## src/rtl/uart_pkg.sv

```systemverilog
// uart_pkg: shared defaults for the fractional UART baud generator
package uart_pkg;
  localparam int DIV_W_DEF = 16;
  localparam int FRAC_W_DEF = 4;
  localparam int OVS_DEF = 16;
  function automatic int ovs_restart(input int ovs);
    return ovs / 2;
  endfunction
endpackage

```

## src/rtl/uart_frac_divider.sv

```systemverilog
// uart_frac_divider: N + F/2^FRAC_W clock divider producing the oversample tick
module uart_frac_divider import uart_pkg::*; #(
  parameter int DIV_W = DIV_W_DEF,
  parameter int FRAC_W = FRAC_W_DEF
) (
  input  logic              clk,
  input  logic              rst,
  input  logic              enable,
  input  logic              restart,
  input  logic [DIV_W-1:0]  divisor,
  input  logic [FRAC_W-1:0] frac,
  output logic              ovs_tick,
  output logic              config_err
);
  localparam logic [DIV_W:0] CNT_ONE = {{DIV_W{1'b0}}, 1'b1};
  logic [DIV_W:0] clk_cnt;
  logic [DIV_W-1:0] n_q;
  logic [FRAC_W-1:0] f_q;
  logic [FRAC_W-1:0] acc;
  logic c;
  logic idle;
  logic hit;
  logic load;
  always_comb begin
    idle = n_q == '0;
    hit = clk_cnt == {1'b0, n_q} + {{DIV_W{1'b0}}, c};
    ovs_tick = !rst && !restart && !idle && enable && hit;
    config_err = !rst && idle;
    load = rst || restart || idle || !enable || ovs_tick;
  end
  // shadows only move between periods, so a mid-period divisor change waits its turn
  always_ff @(posedge clk) begin
    if (load) begin
      n_q <= divisor;
      f_q <= frac;
    end
    if (rst || restart) begin
      clk_cnt <= CNT_ONE;
      acc <= '0;
      c <= 1'b0;
    end else if (idle) begin
      clk_cnt <= CNT_ONE;
    end else if (ovs_tick) begin
      clk_cnt <= CNT_ONE;
      {c, acc} <= {1'b0, acc} + {1'b0, f_q};
    end else if (enable) begin
      clk_cnt <= clk_cnt + 1'b1;
    end
  end
endmodule

```

## src/rtl/uart_frac_baud_gen.sv

```systemverilog
// uart_frac_baud_gen: fractional oversample tick plus bit tick and oversample phase
module uart_frac_baud_gen import uart_pkg::*; #(
  parameter int DIV_W = DIV_W_DEF,
  parameter int FRAC_W = FRAC_W_DEF,
  parameter int OVS = OVS_DEF
) (
  input  logic                    Clk,
  input  logic                    Rst,
  input  logic                    Enable,
  input  logic                    Restart,
  input  logic [DIV_W-1:0]        Divisor,
  input  logic [FRAC_W-1:0]       Frac,
  output logic                    OvsTick,
  output logic                    BitTick,
  output logic [$clog2(OVS)-1:0]  BitPhase,
  output logic                    ConfigErr
);
  localparam int OVS_W = $clog2(OVS);
  localparam logic [OVS_W-1:0] PH_LAST = OVS_W'(OVS - 1);
  localparam logic [OVS_W-1:0] PH_RESTART = OVS_W'(ovs_restart(OVS));
  logic [OVS_W-1:0] ovs_cnt;
  uart_frac_divider #(.DIV_W(DIV_W), .FRAC_W(FRAC_W)) u_div (
    .clk(Clk),
    .rst(Rst),
    .enable(Enable),
    .restart(Restart),
    .divisor(Divisor),
    .frac(Frac),
    .ovs_tick(OvsTick),
    .config_err(ConfigErr)
  );
  // restart lands mid-bit so the RX samples at the centre of each bit
  always_ff @(posedge Clk) begin
    if (Rst)
      ovs_cnt <= '0;
    else if (Restart)
      ovs_cnt <= PH_RESTART;
    else if (OvsTick)
      ovs_cnt <= ovs_cnt == PH_LAST ? '0 : ovs_cnt + 1'b1;
  end
  always_comb begin
    BitTick = OvsTick && ovs_cnt == PH_LAST;
    BitPhase = Rst ? '0 : ovs_cnt;
  end
endmodule
```

## config.mk

```make
export PLATFORM = sky130hd
export DESIGN_NAME = uart_frac_baud_gen
export DESIGN_NICKNAME = d
export VERILOG_FILES = /design/src/rtl/uart_pkg.sv /design/src/rtl/uart_frac_divider.sv /design/src/rtl/uart_frac_baud_gen.sv
export SDC_FILE = /design/constraint.sdc
export NUM_CORES = 1
export LEC_CHECK = 0
export CAP_MARGIN = 30
export CORE_MARGIN = 5
export CORE_UTILIZATION = 50
export DETAILED_ROUTE_END_ITERATION = 7
export DONT_BUFFER_PORTS = 1
export GPL_ROUTABILITY_DRIVEN = 0
export PLACE_DENSITY = 0.68
export SLEW_MARGIN = 20
export SYNTH_ARGS = -nofsm -noshare
export SYNTH_HDL_FRONTEND = slang
export SYNTH_HIERARCHICAL = 1
export SYNTH_SLANG_ARGS = --single-unit
```

## constraint.sdc

```tcl
create_clock -name Clk -period 4.1 [get_ports Clk]
set_input_delay 0.82 -clock Clk [delete_from_list [all_inputs] [get_ports Clk]]
set_output_delay 0.82 -clock Clk [all_outputs]
set_load 0.01 [all_outputs]
```

Word level (Yosys, flattened, before mapping)

Cells that the tools add are included.
Widths: inputs -> output; s select.

Equal/unequal tests: 2
Add/sub/neg operators: 4
Bitwise operators: 1
Multiplexer cells: 4
Reductions and logical operators: 19

Operator list:

| kind                  | number |
|---|---|
| $add 16x1->17         | 1 |
| $add 17x1->17 const B | 1 |
| $eq 17x17->1          | 1 |
| $logic_not 16->1      | 1 |
| $mux 4                | 4 |
| $logic_and 1x1->1     | 6 |
| $add 4x4->5           | 1 |
| $add 4x1->4 const B   | 1 |
| $eq 4x4->1 const B    | 1 |
| $logic_not 1->1       | 4 |
| $logic_or 1x1->1      | 4 |
| $reduce_or 3->1       | 1 |
| $reduce_and 2->1      | 1 |
| $reduce_bool 2->1     | 1 |
| $reduce_or 2->1       | 1 |
| $not 1->1             | 1 |

Output and inout bits: 7
Input bits: 24
Register bits: 46

Longest topological paths before layout

Gate-level depths: netlist of run 1.

Depth in word-level cells: 7
Mapped depth: 12

Cells and area by module

Netlist of run 1, hierarchy kept.

By module, submodules not included:

| module             | area an instance (um^2) | cells each | times used |
|---|---|---|---|
| uart_frac_divider  | 2,407.3                 | 242        | 1 |
| uart_frac_baud_gen | 220.2                   | 27         | 1 |

Worst setup path before layout of run 1

Ideal clock, no wire load.

Path kind: reg2reg
From: register u_div.n_q[0]
To: register u_div.f_q[0], enable pin
Library setup time: 425 ps
Stages on the path, launching flop included: 9
Period minus slack after synthesis: 3,954 ps
Path buffers: 0
Data required time: 3,675 ps
Arrival: 3,529 ps
Setup slack: 146 ps
Path through: edfxtp_1 -> ha_1 -> ha_1 -> nand4_4 -> or3_1 -> o32a_1 -> a21oi_1 -> o21bai_1 -> o21ai_0

Word-level cells in the longest chain between the ends: 6
Elaborated cells on any way between the ends: 10
Classes of those cells: add/sub (1); eq/ne (1); reduce/logical (8)

Ends and longest elaborated chain:

| what                                                  | RTL line                | text |
|---|---|---|
| from (decl)                                           | uart_frac_divider.sv:17 | `logic [DIV_W-1:0] n_q;` |
| from (signal assigned)                                | uart_frac_divider.sv:34 | `n_q <= divisor;` |
| branches (longest 5 deep; another with $add 16x1->17) | -                       |  |
| $logic_or 1x1->1 (*)                                  | uart_frac_divider.sv:29 | `load = rst \|\| restart \|\| idle \|\| !enable \|\| ovs_tick;` |
| via u_div.load                                        | uart_frac_divider.sv:23 | `logic load;` |
| to (signal assigned)                                  | uart_frac_divider.sv:35 | `f_q <= frac;` |
| to (decl)                                             | uart_frac_divider.sv:18 | `logic [FRAC_W-1:0] f_q;` |

Mark *: on every way through the listed nets, which the timed path passes.
A chain may end at the register's enable or synchronous reset.

Final worst setup path of run 1

From: register u_div.n_q[0]
To: output BitTick

Word-level cells in the longest chain between the ends: 6
Elaborated cells on any way between the ends: 8
Classes of those cells: add/sub (1); eq/ne (1); reduce/logical (6)

Ends and longest elaborated chain:

| what                                                  | RTL line                 | text |
|---|---|---|
| branches (longest 4 deep; another with $add 16x1->17) | -                        |  |
| $logic_and 1x1->1 (*)                                 | uart_frac_divider.sv:27  | `ovs_tick = !rst && !restart && !idle && enable && hit;` |
| $logic_and 1x1->1 (*)                                 | uart_frac_baud_gen.sv:42 | `BitTick = OvsTick && ovs_cnt == PH_LAST;` |
| to (decl)                                             | uart_frac_baud_gen.sv:14 | `output logic BitTick,` |

Every way passes the cells marked *.

==> results of run 1 <==
[layout make-up]
class / instances / area, sq um
Inverter: 8 / 30.03
Timing Repair Buffer: 2 / 15.01
Sequential cell: 46 / 1121
Multi-Input combinational cell: 207 / 1438
Clock buffer: 6 / 72.57
Fill cell: 465 / 2335
Clock inverter: 2 / 8.758
Tap cell: 70 / 87.58
[cells by family after synthesis]
kind of cell             Yosys count  share of synthesized area [%]
AND/OR/NAND/NOR                  118                          24.48
adder cells (fa/ha/maj)            9                          4.572
XOR/XNOR                          39                          13.00
multiplexers                       5                          1.905
flip-flops                        46                          42.67
AO/OA/AOI/OAI                     36                          10.62
buffers and inverters             16                          2.762
[where the power goes]
group          switching (uW)  internal [uW]  total (uW)
registers                22.7            495         517
clock network             143            117         260
logic                    31.4           24.6        56.0
[registers in the layout, indices dropped and copies added (netlist names)]
register,count
u_div/n_q,16
u_div/f_q,4
u_div/c,1
u_div/clk_cnt,17
u_div/acc,4
ovs_cnt,4
[layer usage]
layer | routed length (microns) | vias to the layer above | track usage, %
met5 | 0 | - | 0
met4 | 71 | 0 | 6.046
met3 | 198 | 6 | 3.905
met2 | 2222 | 45 | 23.96
met1 | 2554 | 887 | 22.08
li1 | - | 959 | -
[tightest hold or removal path: stages, from the launching register on]
cell and delay, ps:
dfxtp_1 320, nand2_1 50, o21ai_0 60
[cell usage in the layout, fill, tap and decap left out, types with 2 or more instances in the layout]
cell type  count
nand2_1       26
dfxtp_1       26
nor2_1        25
xnor2_1       22
edfxtp_1      20
xor2_1        17
nand4_1       11
nand3_1        9
o21ai_0        9
inv_1          8
ha_1           8
and3_1         8
nor2b_1        6
nor3_1         6
a21oi_1        6
nor4_1         6
mux2i_1        5
clkbuf_8       5
and2_1         4
or3_1          3
a31oi_1        3
buf_4          2
nand3_2        2
or4_1          2
a211o_1        2
a21boi_0       2
[path summary, 6_finish.rpt]
kind	to	depth (start not counted)	slack, ps	start
setup / recovery	BitTick	10	230	u_div/n_q[0]$_DFFE_PP_
setup reg to reg	ovs_cnt[3]$_SDFFE_PP0P_	11	1010	u_div/n_q[0]$_DFFE_PP_
hold reg to reg	u_div/acc[0]$_SDFFE_PP0P_	2	470	u_div/acc[0]$_SDFFE_PP0P_
hold / removal	u_div/acc[0]$_SDFFE_PP0P_	2	470	u_div/acc[0]$_SDFFE_PP0P_
[per-stage QoR]
| stage | hold WS [ps] | power [uW] | util [%] | instance area (sq um) | worst slack (ps) |
|---|---|---|---|---|---|
| after detailed placement | 460.8 | 582.8 | 52.69 | 2691 | 577.6 |
| after global placement | 453.4 | 581.7 | 52.69 | 2691 | 654.7 |
| after CTS | 473.1 | 846.3 | 54.29 | 2773 | 236.5 |
| after floorplan | 438.5 | 570.9 | - | 2628 | 146.2 |
| final | 470.3 | 833.4 | 54.29 | 2773 | 230.9 |
| after global routing | 493.8 | 874.4 | 54.29 | 2773 | 50.07 |
==> impl_results.md, run 1 <==
- Outcome: completed
- Core box area: 5107 sq um
- Cts repair resizes: 0
- Vias in the first global route: 1740
- Fin cells: 341
- Clk_skew: 7.982 ps
- Yosys warns: 6
- Cells after Synth: 269
- Tmin final: 3869 ps
- WS Path Type: reg -> out
- Final slew viol count: 0
- Post-Syn Area per Cell: 9.768 sq um
- DRC viols: 0
- Layout Nets: 303
- Starting density of the core: 51.45%
- Crit path max-delay family: simple AND/OR/NAND/NOR gates
- CTS Buf Count: 5
- Cell Rows: 26
- Total global routing overflow: 0
- Relative slew slack: 59.76%
- Htree depth: 2
- Setup_tns: 0 ps
- Worst endpoint required time: 3280 ps
- CP max stage delay: 410 ps
- Worst Hold Class: reg -> reg
- Layout cell share with drive strength beyond 1: 8.118%
- Total clock sinks: 46
- Clock transition at path regs: 80 ps
- DR pass1 iterations: 5
- Top_reg_cell synth: dfxtp_1
- Buf/Inv on CP: 0
- CTS root buf: clkbuf_8
- CP Max Fanout: 5
- Clk_lat worst skew: 300 ps
- First-pass GRT wire length: 8100 microns
- Area Growth Syn to Fin: 5.524%
- #FFs+latches synth: 46
- Die Area: 6805 sq um
- Largest net degree at the start of global routing: 21
- Initial antenna violation count: 0
- Final wirelength: 5047 microns
- P per Cell Area: 300.6 nW/um^2
- Worst Setup End Kind: primary output
- VDD IR max: 0.0001901 V
- Dpl cells: 333
- Longest Clk Path Bufs: 2
- Seq/Total Area, Yosys: 42.67%
- RSZ-0062 raised after global routing: false
- Vias/cell: 5.563
- Hold Fails Final Rpt: 0
- ANT nets after route: 0
- Post-CTS setup repair buffer count: 0
- Crit path top cell by count: ha_1
- 1st-iter DRT viols: 103
- Critical-path top delay cell: a2111oi_4
- Final setup fails: 0
- Die X-Extent: 82.49 microns
- Die H: 82.49 microns
- Yosys cell types: 51
- IO buf count: 0
- Cell taking the most area after synthesis: edfxtp_1
- Max Cap Viol: 0
- Max Freq: 258.5 MHz
- Arrival time worst endpoint: 3050 ps
- Hold_buf cts: 0
- Crit-path cells: ha_1, ha_1, nand4_4, nor4_4, xnor2_1, a2111oi_4, o2111a_1, and3_1, nand2_2, nor2_1
- Global Route Usage Sum: 15.92%
- Startpoint Class: flop
- Post-synth ARST share: 0%
- Synth Net Count: 302
- Fin crit share: 94.37%
- Worst Tran Pin Value: 603.6 ps
- Synth Cell Area: 2628 sq um
- ANT cells: 0
- Synth top area share: 22.86%
- I/O pin total: 31
- EDFF count, synth: 20
- CTS tree: yes
- HPWL after detailed placement: 3804 microns
- WL per Instance: 14.80 microns
- Main area contributors after synthesis: edfxtp_1 (23%), dfxtp_1 (20%), xnor2_1 (7.3%), xor2_1 (5.7%), ha_1 (3.8%)
- Routed vias: 1897
- Commonest cells in the netlist: dfxtp_1 (26), nand2_1 (26), nor2_1 (25)
- Static leakage: 0.0009371 uW
No activity file was read; power rests on OpenSTA's default activity.
==> run 2, diff against run 1 <==
CAP_MARGIN = 40   (was 30)
CTS_BUF_LIST = sky130_fd_sc_hd__clkbuf_4 sky130_fd_sc_hd__clkbuf_8   (was default)
==> run 2 against run 1 <==
Register-to-register slack hardly changed. Clock-buffer cell count is the same. Sequential cell count is the same. Global-route usage is essentially flat. Power up 0.96%. Fmax hardly changed. Clock skew shrank 3.3 ps.
==> impl_results.md, run 2 (synthesized netlist as in run 1, its figures left out) <==
- Outcome: completed (unchanged)
- Total clock sinks: 46 (unchanged)
- CTS tree: yes (unchanged)
- Layout Nets: 303 (unchanged)
- Setup_tns: 0 ps (unchanged)
- HPWL after detailed placement: 3804 microns (unchanged)
- Largest net degree at the start of global routing: 21 (unchanged)
- VDD IR max: 0.0001913 V (was 0.0001901 V)
- Layout cell share with drive strength beyond 1: 8.487% (was 8.118%)
- Hold Fails Final Rpt: 0 (unchanged)
- Logic gate share of total power: 6.6% (was 6.7%)
- Global Route Usage Sum: 15.95% (was 15.92%)
- Crit path top cell by count: ha_1 (unchanged)
- RSZ-0062 raised after global routing: false (unchanged)
- Total global routing overflow: 0 (unchanged)
- R2R Path End: ovs_cnt[3]$_SDFFE_PP0P_ (unchanged)
- Reg-to-reg setup timing slack: 1010 ps (about the same)
- Final setup fails: 0 (unchanged)
- Worst Setup SP: u_div/n_q[0]$_DFFE_PP_ (unchanged)
- Commonest cells after routing, fill and taps aside: nand2_1 (26), dfxtp_1 (26), nor2_1 (25) (unchanged)
- Final worst slack: 230.9 ps (about the same)
- Routed vias: 1874 (was 1897)
- Switching power: 198.3 uW (was 196.9 uW)
- Worst Setup End Kind: primary output (unchanged)
- Vias in the first global route: 1740 (unchanged)
- I/O pin total: 31 (unchanged)
- Critical R2R Launch: u_div/n_q[0]$_DFFE_PP_ (unchanged)
- Die Area: 6805 sq um (unchanged)
- DRC viols: 0 (unchanged)
- Cell Rows: 26 (unchanged)
- CP max stage delay: 410 ps (about the same)
- Worst endpoint required time: 3280 ps (about the same)
- Fin cells: 341 (unchanged)
- Max Freq: 258.5 MHz (about the same)
- 1st-iter DRT viols: 102 (was 103)
- Starting density of the core: 51.45% (unchanged)
- Critical Path End: BitTick (unchanged)
- Clk pwr share: 31.9% (was 31.2%)
- Switching Fraction: 23.56% (was 23.62%)
- Final slew viol count: 0 (unchanged)
- Htree depth: 2 (unchanged)
- Critical-path top delay cell: a2111oi_4 (unchanged)
- WS Path Type: reg -> out (unchanged)
- Number of flip-flops in the largest register: 17 (unchanged)
- Fin util: 54.36% (was 54.29%)
- Max Cap Viol: 0 (unchanged)
- ANT nets after route: 0 (unchanged)
- Crit-path cells: ha_1, ha_1, nand4_4, nor4_4, xnor2_1, a2111oi_4, o2111a_1, and3_1, nand2_2, nor2_1 (unchanged)
- Initial antenna violation count: 0 (unchanged)
- Core box area: 5107 sq um (unchanged)
- Dpl cells: 333 (unchanged)
- Cts repair resizes: 0 (unchanged)
- Regs by FF count: u_div/clk_cnt x17, u_div/n_q x16 (unchanged)
- Worst Reg-to-Reg Cells: 11 (unchanged)
- Relative slew slack: 59.58% (was 59.76%)
- Vias/cell: 5.496 (was 5.563)
- Tmin final: 3869 ps (about the same)
- Worst slack at placement: 577.6 ps (unchanged)
- Post-CTS setup repair buffer count: 0 (unchanged)
- First-pass GRT wire length: 8107 microns (was 8100 microns)
- Die H: 82.49 microns (unchanged)
- Static leakage: 0.0009405 uW (was 0.0009371 uW)
- Worst Hold Class: reg -> reg (unchanged)
- Fin crit share: 94.37% (about the same)
- ANT cells: 0 (unchanged)
- Startpoint Class: flop (unchanged)
- P per Cell Area: 303.1 nW/um^2 (was 300.6 nW/um^2)
- Area Growth Syn to Fin: 5.667% (was 5.524%)
- WL per Instance: 14.69 microns (was 14.80 microns)
- Die X-Extent: 82.49 microns (unchanged)
- Worst Tran Pin Value: 606.3 ps (was 603.6 ps)
- CP Max Fanout: 5 (unchanged)
- Flop pwr share: 61.5% (was 62.1%)
- Clock transition at path regs: 80 ps (about the same)
- DR pass1 iterations: 4 (was 5)
- Reg with most FFs: u_div/clk_cnt (unchanged)
- Arrival time worst endpoint: 3050 ps (about the same)
- CTS root buf: clkbuf_8 (unchanged)
- Hold_buf cts: 0 (unchanged)
- CTS Buf Count: 5 (unchanged)
- IO buf count: 0 (unchanged)
- Longest Clk Path Bufs: 2 (unchanged)
- Power Internal: 643.1 uW (was 636.5 uW)
- Clk_skew: 4.717 ps (was 7.982 ps)
- Clk_lat worst skew: 300 ps (about the same)
- Final wirelength: 5010 microns (was 5047 microns)
-- run 2: cell type report --
cell class	instances	area, sq um
fillers	462	2331
flip-flops and latches	46	1121
clock buffers	6	76.32
inverters	8	30.03
clock inverters	2	8.758
multi-input cells	207	1438
well taps	70	87.58
repair buffers	2	15.01
-- run 2: power by group through the flow --
stage / sequential, uW / clock [uW] / combinational (uW)
2_1_floorplan: 516 / 0 / 54.8
3_3_place_gp: 527 / 0 / 54.9
3_5_place_dp: 527 / 0 / 55.5
4_1_cts: 517 / 282 / 56.1
5_1_grt: 519 / 300 / 61.9
6_report: 517 / 268 / 55.9
-- run 2: critical path, delay by kind of cell, from the launching register on --
family	cells	cell delay [ps]
AOI/OAI and AO/OA	2	720
xor gates and xnor gates	1	150
adders and majority gates	2	510
DFF	1	350
and+or+nand+nor	5	1030
-- run 2: worst min-delay path by stage --
stage,start,cells past startpoint,end
global placement,u_div/acc[0]$_SDFFE_PP0P_,2,u_div/acc[0]$_SDFFE_PP0P_
global route,u_div/c$_SDFFE_PP0P_,2,u_div/c$_SDFFE_PP0P_
floorplan,u_div/acc[2]$_SDFFE_PP0P_,2,u_div/acc[2]$_SDFFE_PP0P_
CTS,u_div/acc[0]$_SDFFE_PP0P_,2,u_div/acc[0]$_SDFFE_PP0P_
detailed placement,u_div/acc[0]$_SDFFE_PP0P_,2,u_div/acc[0]$_SDFFE_PP0P_
finish,u_div/c$_SDFFE_PP0P_,2,u_div/c$_SDFFE_PP0P_
-- run 2: metal layers --
layer | wire length (microns) | track usage (%) | vias up | part of all wire (%)
li1 | - | - | 962 | -
met1 | 2511 | 22.08 | 860 | 50
met2 | 2184 | 24.04 | 44 | 44
met3 | 231 | 3.905 | 8 | 4.6
met4 | 82 | 6.046 | 0 | 1.6
met5 | 0 | 0 | - | 0
-- run 2: stage by stage --
stage	total power [uW]	hold WS (ps)	instance area, sq um
3_5_place_dp	582.8	460.8	2691
5_1_grt	881.8	493.8	2776
6_report	841.4	472.1	2776
3_3_place_gp	581.7	453.4	2691
2_1_floorplan	570.9	438.5	2628
4_1_cts	854.9	473.1	2776
==> run 3, diff against run 2 <==
PLACE_DENSITY = 0.65   (was 0.68)
clock period = 4 ns   (was 4.1 ns; I/O delays follow)
==> run 3 against run 2 <==
Routed wire length rose by 0.14%. Global-route usage rose by 0.14 points. Core utilization did not move. Die area did not move. Clock power barely moved. Final cell count did not move. First-iteration DRC count rose by 18%. Power rose by 1.8%. Sequential share of layout area did not move. Combinational power rose by 3.8%. Clock-buffer cell count fell by 1.
==> impl_results.md, run 3 (synthesized netlist as in run 1, its figures left out) <==
- Outcome: completed (unchanged)
- Layout Nets: 303 (unchanged)
- Htree depth: 2 (unchanged)
- WS Path Type: reg -> out (unchanged)
- Worst Hold Class: reg -> reg (unchanged)
- CTS root buf: clkbuf_8 (unchanged)
- CTS Buf Count: 5 (unchanged)
- Fin crit share: 96.19%
- Met3 usage: 3.254% (was 3.905%)
- Die H: 82.49 microns (unchanged)
- Arrival time worst endpoint: 3050 ps (about the same)
- RSZ-0062 raised after global routing: false (unchanged)
- CTS tree: yes (unchanged)
- Clk_lat worst skew: 290 ps (was 300 ps)
- Startpoint Class: flop (unchanged)
- Starting density of the core: 51.45% (unchanged)
- GR Util met1: 23.10% (was 22.08%)
- Global Route Usage Sum: 16.08% (was 15.95%)
- Worst Tran Pin Value: 629.9 ps (was 606.3 ps)
- Hold_buf cts: 0 (unchanged)
- Die X-Extent: 82.49 microns (unchanged)
- HPWL after detailed placement: 3835 microns (was 3804 microns)
- Largest net degree at the start of global routing: 21 (unchanged)
- Final wirelength: 5017 microns (was 5010 microns)
- Clk_skew: 5.530 ps (was 4.717 ps)
- Reg with most FFs: u_div/clk_cnt (unchanged)
- Area Growth Syn to Fin: 5.667% (unchanged)
- Total global routing overflow: 0 (unchanged)
- Vias/cell: 5.619 (was 5.496)
- Vias in the first global route: 1825 (was 1740)
- Cts repair resizes: 0 (unchanged)
- CP Max Fanout: 5 (unchanged)
- Fin util: 54.36% (unchanged)
- Static leakage: 0.0009360 uW (was 0.0009405 uW)
- Worst endpoint required time: 3200 ps (was 3280 ps)
- Clock transition at path regs: 80 ps (about the same)
- Worst Setup End Kind: primary output (unchanged)
- Max Cap Viol: 0 (unchanged)
- Final worst slack: 152.5 ps (was 230.9 ps)
- Commonest cells after routing, fill and taps aside: nand2_1 (26), dfxtp_1 (26), nor2_1 (25) (unchanged)
- WL per Instance: 14.71 microns (was 14.69 microns)
- P per Cell Area: 308.5 nW/um^2 (was 303.1 nW/um^2)
- Reg-to-reg setup timing slack: 860 ps (was 1010 ps)
- Relative slew slack: 58.01% (was 59.58%)
- Routed vias: 1916 (was 1874)
- Core box area: 5107 sq um (unchanged)
- VDD IR max: 0.0002035 V (was 0.0001913 V)
- Setup_tns: 0 ps (unchanged)
- Longest Clk Path Bufs: 2 (unchanged)
- Hold Fails Final Rpt: 0 (unchanged)
- Tmin final: 3848 ps
- Final slew viol count: 0 (unchanged)
- ANT cells: 0 (unchanged)
- Number of flip-flops in the largest register: 17 (unchanged)
- Final setup fails: 0 (unchanged)
- First-pass GRT wire length: 8452 microns (was 8107 microns)
- Max Freq: 259.9 MHz
- DRC viols: 0 (unchanged)
- Initial antenna violation count: 0 (unchanged)
- Worst slack at placement: 505.8 ps (was 577.6 ps)
- I/O pin total: 31 (unchanged)
- Met2 usage: 24.04% (unchanged)
- 1st-iter DRT viols: 120 (was 102)
- IO buf count: 0 (unchanged)
- Cell Rows: 26 (unchanged)
- ANT nets after route: 0 (unchanged)
- Post-CTS setup repair buffer count: 0 (unchanged)
- Layout cell share with drive strength beyond 1: 8.487% (unchanged)
- Regs by FF count: u_div/clk_cnt x17, u_div/n_q x16 (unchanged)
- GR peak layer: met2 (unchanged)
- Die Area: 6805 sq um (unchanged)
- Total clock sinks: 46 (unchanged)
- DR pass1 iterations: 4 (unchanged)
[run 3: routing by layer]
layer,part of all wire [%],wire length (microns)
met5,0,0
met4,0.84,42
met3,3.8,190
met2,46,2284
met1,50,2500
[run 3: worst paths after layout]
kind | from | cells past startpoint | endpoint
setup / recovery | u_div/n_q[0]$_DFFE_PP_ | 10 | BitTick
hold / removal | u_div/acc[0]$_SDFFE_PP0P_ | 2 | u_div/acc[0]$_SDFFE_PP0P_
setup reg to reg | u_div/n_q[0]$_DFFE_PP_ | 9 | u_div/clk_cnt[7]$_SDFFE_PP0P_
hold reg to reg | u_div/acc[0]$_SDFFE_PP0P_ | 2 | u_div/acc[0]$_SDFFE_PP0P_
[run 3: area by class of cell]
cell class	count	area, sq um
Clock buffer	5	68.82
Clock inverter	3	16.27
Fill cell	477	2331
Inverter	8	30.03
Multi-Input combinational cell	207	1438
Sequential cell	46	1121
Tap cell	70	87.58
Timing Repair Buffer	2	15.01
[run 3: through the flow]
stage | hold WS (ps) | instance area (sq um) | instances | total power (uW)
floorplan | 438.5 | 2628 | 269 | 585.1
global placement | 453.3 | 2691 | 333 | 597.0
detailed placement | 458.8 | 2691 | 333 | 597.5
CTS | 474.0 | 2776 | 341 | 869.3
global route | 496.3 | 2776 | 341 | 896.7
finish | 471.9 | 2776 | 341 | 856.4
[run 3: power by group]
| part | switching (uW) | internal [uW] | total, uW | leakage (uW) |
|---|---|---|---|---|
| Sequential | 22.8 | 507 | 530 | 0.000418 |
| Combinational | 32.7 | 25.3 | 58.0 | 0.000477 |
| Clock | 149 | 120 | 269 | 0.0000416 |
| Total | 205 | 652 | 856 | 0.000936 |
[run 3: critical path, stage by stage (launching register included)]
cell	delay [ps]
edfxtp_1	360
ha_1	220
ha_1	290
nand4_4	160
or3_1	480
o32a_1	350
a21oi_1	220
o21ba_2	190
and3_1	200
nand2_2	70
nor2_1	220
